**config.mk**
```make
export PLATFORM = sky130hd
export DESIGN_NAME = light_phase_engine
export DESIGN_NICKNAME = d
export VERILOG_FILES = /design/src/rtl/light_phase_engine_pkg.sv /design/src/rtl/light_phase_slot.sv /design/src/rtl/light_phase_engine.sv
export SDC_FILE = /design/constraint.sdc
export NUM_CORES = 1
export LEC_CHECK = 0
export CAP_MARGIN = 0
export CORE_ASPECT_RATIO = 0.6
export CORE_MARGIN = 5
export CORE_UTILIZATION = 60
export CTS_CLUSTER_SIZE = 24
export DETAILED_ROUTE_END_ITERATION = 6
export DONT_BUFFER_PORTS = 1
export PLACE_DENSITY = 0.76
export SYNTH_ARGS = -nofsm -noshare
export SYNTH_HDL_FRONTEND = slang
export SYNTH_SLANG_ARGS = --single-unit
```
**constraint.sdc**
```tcl
create_clock -name clk -period 3.3 [get_ports clk]
set_clock_uncertainty 0.2 [all_clocks]
set_input_delay 0.495 -clock clk [delete_from_list [all_inputs] [get_ports clk]]
set_output_delay 0.495 -clock clk [all_outputs]
set_load 0.02 [all_outputs]
```
**src/rtl/light_phase_engine_pkg.sv**
```systemverilog
// Shared encodings for the traffic-light phase engine.
//   COL_*      : light colour encoding (one bit per light)
//   state_e    : engine state
//   DEF_TIME   : reset value of every green/red duration
//   NUM_LIGHTS : number of lights driven by the engine
package light_phase_engine_pkg;

  localparam int   NUM_LIGHTS = 4;
  localparam int   DEF_TIME   = 5;

  localparam logic COL_RED    = 1'b0;
  localparam logic COL_GREEN  = 1'b1;

  typedef enum logic [1:0] {
    ST_IDLE = 2'd0,
    ST_RUN  = 2'd1,
    ST_HALT = 2'd2
  } state_e;

endpackage

```
**src/rtl/light_phase_slot.sv**
```systemverilog
// One light's timing state: green/red durations, start colour, current
// colour and countdown.
//   clk, arst_i     : clock, async active-high reset
//   wr_i            : config write targets this light
//   load_start_i    : reload colour/count from (new) start config (IDLE only)
//   tick_i          : phase tick; count down / toggle
//   wr_color_i      : 0 = write green duration, 1 = write red duration
//   wr_start_i      : start colour written with every strobe
//   wr_time_i       : duration value
//   color_o         : current colour (1 = green)
//   remaining_o     : ticks left in the current phase
module light_phase_slot
  import light_phase_engine_pkg::*;
#(
  parameter int TIME_W = 4,
  parameter int DEF_T  = 5
) (
  input  logic              clk,
  input  logic              arst_i,
  input  logic              wr_i,
  input  logic              load_start_i,
  input  logic              tick_i,
  input  logic              wr_color_i,
  input  logic              wr_start_i,
  input  logic [TIME_W-1:0] wr_time_i,
  output logic              color_o,
  output logic [TIME_W-1:0] remaining_o
);

  logic [TIME_W-1:0] green_q, green_d;
  logic [TIME_W-1:0] red_q,   red_d;
  logic              start_q, start_d;
  logic              color_q, color_d;
  logic [TIME_W-1:0] rem_q,   rem_d;

  // A zero duration would stall the countdown; run it as one tick.
  function automatic logic [TIME_W-1:0] min1(input logic [TIME_W-1:0] t);
    return (t == '0) ? TIME_W'(1) : t;
  endfunction

  always_comb begin
    green_d = green_q;
    red_d   = red_q;
    start_d = start_q;
    color_d = color_q;
    rem_d   = rem_q;
    if (wr_i) begin
      if (wr_color_i == 1'b0) green_d = wr_time_i;
      else                    red_d   = wr_time_i;
      start_d = wr_start_i;
    end
    if (tick_i) begin
      // Phase load uses the pre-write durations so a same-edge write
      // only affects the following load.
      if (rem_q <= TIME_W'(1)) begin
        color_d = ~color_q;
        rem_d   = min1((color_q == COL_RED) ? green_q : red_q);
      end else begin
        rem_d   = rem_q - TIME_W'(1);
      end
    end else if (load_start_i) begin
      // IDLE reload shows the freshly written config.
      color_d = start_d;
      rem_d   = min1((start_d == COL_GREEN) ? green_d : red_d);
    end
  end

  always_ff @(posedge clk or posedge arst_i) begin
    if (arst_i) begin
      green_q <= TIME_W'(DEF_T);
      red_q   <= TIME_W'(DEF_T);
      start_q <= COL_RED;
      color_q <= COL_RED;
      rem_q   <= TIME_W'(DEF_T);
    end else begin
      green_q <= green_d;
      red_q   <= red_d;
      start_q <= start_d;
      color_q <= color_d;
      rem_q   <= rem_d;
    end
  end

  assign color_o     = color_q;
  assign remaining_o = rem_q;

endmodule

```
**src/rtl/light_phase_engine.sv**
```systemverilog
// Timing engine for four traffic lights: holds per-light durations and
// start colours, counts whole-second phases and toggles each light.
//   clk, arst_i   : clock, async active-high reset
//   cfg_we        : one-cycle config write strobe
//   cfg_sel       : target light
//   cfg_color     : 0 = green duration, 1 = red duration
//   cfg_start     : start colour (1 = green)
//   cfg_time      : duration in ticks
//   run           : level, starts the engine from IDLE
//   freeze        : level, halts the engine until reset
//   light_color   : bit i = colour of light i (1 = green)
//   remaining     : light i countdown at [i*TIME_W +: TIME_W]
//   tick_o        : one-cycle pulse per phase tick
//   running_o     : high in RUN only
module light_phase_engine #(
  parameter int TICK_DIV = 100000000,
  parameter int TIME_W   = 4,
  parameter int DEF_TIME = light_phase_engine_pkg::DEF_TIME
) (
  input  logic                clk,
  input  logic                arst_i,
  input  logic                cfg_we,
  input  logic [1:0]          cfg_sel,
  input  logic                cfg_color,
  input  logic                cfg_start,
  input  logic [TIME_W-1:0]   cfg_time,
  input  logic                run,
  input  logic                freeze,
  output logic [3:0]          light_color,
  output logic [4*TIME_W-1:0] remaining,
  output logic                tick_o,
  output logic                running_o
);
  import light_phase_engine_pkg::*;

  localparam int DIV_W = (TICK_DIV > 1) ? $clog2(TICK_DIV) : 1;

  state_e                                 state_q, state_d;
  logic [DIV_W-1:0]                       div_q, div_d;
  logic                                   tick;
  logic [NUM_LIGHTS-1:0][TIME_W-1:0]      rem_w;
  logic [NUM_LIGHTS-1:0]                  col_w;

  // Derived only from registers, so no input-to-output path.
  assign tick = (state_q == ST_RUN) && (div_q == DIV_W'(TICK_DIV - 1));

  always_comb begin
    state_d = state_q;
    case (state_q)
      ST_IDLE: if (freeze) state_d = ST_HALT;
               else if (run) state_d = ST_RUN;
      ST_RUN:  if (freeze) state_d = ST_HALT;
      ST_HALT: state_d = ST_HALT;
      default: state_d = ST_IDLE;
    endcase
  end

  always_comb begin
    div_d = div_q;
    if (state_q == ST_RUN) div_d = tick ? '0 : div_q + DIV_W'(1);
  end

  always_ff @(posedge clk or posedge arst_i) begin
    if (arst_i) begin
      state_q <= ST_IDLE;
      div_q   <= '0;
    end else begin
      state_q <= state_d;
      div_q   <= div_d;
    end
  end

  for (genvar g = 0; g < NUM_LIGHTS; g++) begin : g_slot
    logic wr;
    assign wr = cfg_we && (cfg_sel == 2'(g));

    light_phase_slot #(
      .TIME_W (TIME_W),
      .DEF_T  (DEF_TIME)
    ) u_slot (
      .clk          (clk),
      .arst_i       (arst_i),
      .wr_i         (wr),
      .load_start_i (wr && (state_q == ST_IDLE)),
      .tick_i       (tick),
      .wr_color_i   (cfg_color),
      .wr_start_i   (cfg_start),
      .wr_time_i    (cfg_time),
      .color_o      (col_w[g]),
      .remaining_o  (rem_w[g])
    );
  end

  assign light_color = col_w;
  assign remaining   = rem_w;
  assign tick_o      = tick;
  assign running_o   = (state_q == ST_RUN);

endmodule

```
==> results.yml <==
status:
  status: "finished, final reports clean"
place:
  dpl_cell_area_um2: 5480
  dp_cells: 645
  portBuffers: 0
  dp_hpwl_um: 9440
  place.gp.congestion: 0.907
sta:
  max_slew.worst_pin.slew_ns: 0.759
  fmax_mhz: 335
  setup-tns-final_ns: 0
  post-route-period-util: 0.905
  setup_viol: 0
  rsz0062_at_grt: "false"
  drv_slew: 0
  layout_min_cycle_time_ns: 2.99
  final_hold_viol_count: 0
  relSlewSlack: 0.480
logic_synthesis:
  synth_area_per_cell_um2: 9.71
  yosysSeqAreaShare: 0.396
  syn_area_um2: 5450
  ys.flop_type: "dfrtp_1"
  syn_nets: 586
  synth_async_sr_flop_share: 1.00
  ys_ff_latch: 85
  synth_top_area_frac: 0.280
  syn_inst: 561
  yosysUniqueCellTypes: 64
  synth_area_leaders: "dfrtp_1 (28%), dfstp_2 (12%), mux2_2 (7.9%)"
  yosysWarningCount: 0
  yosysTopAreaCell: "dfrtp_1"
  synth_edf_count: 0
setup_path:
  cp_max_fo: 33
  r2r_slack_ns: 0.47
  cp_slowest_stage_delay_ns: 0.44
  worst_setup_path_start_kind: "register"
  cp-end-kind: "output port"
  path_buf_inv: 2
  critPathArrivalTime_ns: 2.29
  r2r-start: "state_q[1]$_DFFE_PP0P_"
  crit_slowest_cell: "or3_1"
  path_cells: "inv_1 -> ha_1 -> nand4_4 -> or3_1 -> or3_1 -> clkinv_4"
  worstPathRequired_ns: 2.60
  crit_type: "reg2out"
  critical_path.most_common_cell: "or3_1"
  crit_start: "state_q[1]$_DFFE_PP0P_"
  cp_top_family: "simple AND/OR/NAND/NOR gates"
grt:
  grt.overflow.total: 0
  grt_pass1_vias: 4213
  globalRouteTotalUtil: 0.250
  grt_max_degree: 64
  grt_pass1_wl_um: 22500
  antenna_found_initial: 0
drt:
  dr.pass1.iters: 6
  ant_nets: 0
  via_count: 4496
  finalWirelength_um: 13600
  drcViolationCount: 0
  viasPerCell: 6.79
  wl_per_cell_um: 20.5
  drt_iter0_drc: 500
final_layout:
  regArea_um2: 2160
  n_antenna_cell: 0
  stdcell_count: 662
  multi_input_comb_area_um2: 3020
  syn_to_final_growth_pct: 7.35
  final_core_util: 0.673
  drive_gt1_frac: 0.167
  fin_area_um2: 5850
  nets: 570
  nFillCells: 662
power_and_ir_drop:
  ir_drop_v: 0.000444
  powerDensity_nw_per_um2: 750
  cellLeakagePower_uw: 0.00252
die:
  row_count: 26
  die_area_um2: 11100
  die_h_um: 83.8
  core-area_um2: 8690
  dieWidth_um: 133
  boundaryPins: 35
  initial_core_util: 0.627
run:
  cap_violations: 0
clock_network:
  cts_tree: "done"
  ctsRootBufferMaster: "clkbuf_16"
  clock_path_buffers: 2
  cts_buffers: 9
  cts-resized-gates: 0
  postCtsSetupRepairBufs: 0
  cts_sinks: 85
  htree_levels: 3
  path_clk_slew_ns: 0.06
  clk_latency_ns: 0.34
worst_hold_path:
  hp-class: "in2reg"
  min_from: "freeze"
## worst reg2reg max path, stage by stage, from the launching register on
cell and delay [ns]:
dfrtp_1 0.38, inv_1 0.10, ha_1 0.22, nand4_4 0.14
or3_1 0.44, or3_1 0.39, clkinv_4 0.27, mux2_2 0.39
a211oi_1 0.22
## per-layer routing
metal | wire (µm) | vias to the layer above | GRT usage | share of wire
met3 | 1230 | 26 | 0.0627 | 0.091
met5 | 0 | - | 0 | 0
met4 | 212 | 0 | 0.0717 | 0.016
met1 | 6440 | 2203 | 0.372 | 0.48
met2 | 5670 | 240 | 0.360 | 0.42
li1 | - | 2027 | - | -
## registers in the layout (all words and copies together) (netlist names)
| name | flops |
|---|---|
| div_q | 27 |
| g_slot.u_slot.green_q | 16 |
| g_slot.u_slot.start_q | 4 |
| g_slot.u_slot.color_o | 4 |
| g_slot.u_slot.red_q | 16 |
| state_q | 2 |
| g_slot.u_slot.remaining_o | 16 |
## cells by family (layout without fill, tap and decap cells)
family | count (synthesis) | in the layout | synth area share
and+or+nand+nor | 191 | 191 | 0.194
AOI/OAI and AO/OA | 108 | 108 | 0.137
DFF | 85 | 85 | 0.396
muxes | 80 | 80 | 0.157
buffers and inverters | 60 | 49 | 0.0496
xor gates and xnor gates | 25 | 25 | 0.0402
adders and majority gates | 12 | 12 | 0.0276
## cell usage after synthesis, types with 4 or more instances
| cell type | count |
|---|---|
| mux2_2 | 38 |
| o21a_1 | 5 |
| a211oi_1 | 14 |
| o21ai_0 | 19 |
| and3_1 | 7 |
| nand4_1 | 11 |
| ha_1 | 12 |
| inv_1 | 24 |
| xnor2_1 | 7 |
| nand3b_1 | 6 |
| nand4b_1 | 4 |
| or3_1 | 8 |
| o211ai_1 | 6 |
| dfrtp_1 | 61 |
| o32ai_1 | 5 |
| a21oi_1 | 20 |
| nor2_1 | 50 |
| a31oi_1 | 6 |
| nand3_1 | 15 |
| xor2_1 | 18 |
| nor2b_1 | 6 |
| nor3b_1 | 6 |
| mux2i_1 | 41 |
| clkbuf_1 | 23 |
| buf_4 | 4 |
| o31a_1 | 4 |
| dfstp_2 | 24 |
| nor3_1 | 23 |
| nand2_1 | 29 |
## final timing paths
path	end	depth (start not counted)
worst max-delay path	tick_o	6
worst min-delay path	state_q[0]$_DFFE_PP0P_	1
worst max register to register	g_slot[3].u_slot.color_o$_DFFE_PP0P_	8
worst min register to register	div_q[17]$_DFFE_PP0P_	1
max in group asynchronous	g_slot[1].u_slot.red_q[2]$_DFF_PP1_	3
min in group asynchronous	g_slot[3].u_slot.start_q$_DFF_PP0_	2
## stage by stage
stage	total power [µW]	hold WS, ns	worst slack, ns
after floorplan	2860	0.257	0.304
after global placement	3100	0.168	0.577
after detailed placement	3160	0.172	0.491
after CTS	4380	0.00358	0.312
after global routing	4650	0.00621	0.195
final	4390	0.0122	0.315
## report_power, final
part | switching, µW | internal (µW) | total [µW]
combinational | 652 | 623 | 1280
sequential | 551 | 1350 | 1900
clock | 426 | 782 | 1210
total | 1630 | 2760 | 4390
## timing repair
| action | CTS | global route |
|---|---|---|
| hold endpoints to repair | 14 | 0 |
| endpoints found under the setup margin | 0 | 0 |
| hold buffers | 1 | 0 |
## cells in the final DEF (no fill, tap or decap), types with 7 or more instances in the layout
master / n
clkbuf_16: 9
nor2_1: 50
dfrtp_1: 61
mux2i_1: 41
ha_1: 12
o21ai_0: 19
a211oi_1: 14
xor2_1: 18
xnor2_1: 7
inv_1: 23
and3_1: 7
nand4_1: 11
dfstp_2: 24
nand2_1: 29
nor3_1: 23
mux2_2: 38
or3_1: 8
nand3_1: 15
a21oi_1: 20
## final cells by class
cell class / count / share of cell area
multi-input cells: 416 / 0.517
flip-flops and latches: 85 / 0.369
clock buffers: 11 / 0.0432
well taps: 112 / 0.0240
clock inverters: 5 / 0.0182
inverters: 26 / 0.0178
repair buffers: 7 / 0.0116
Note: power is estimated with default switching activity, not from simulation.
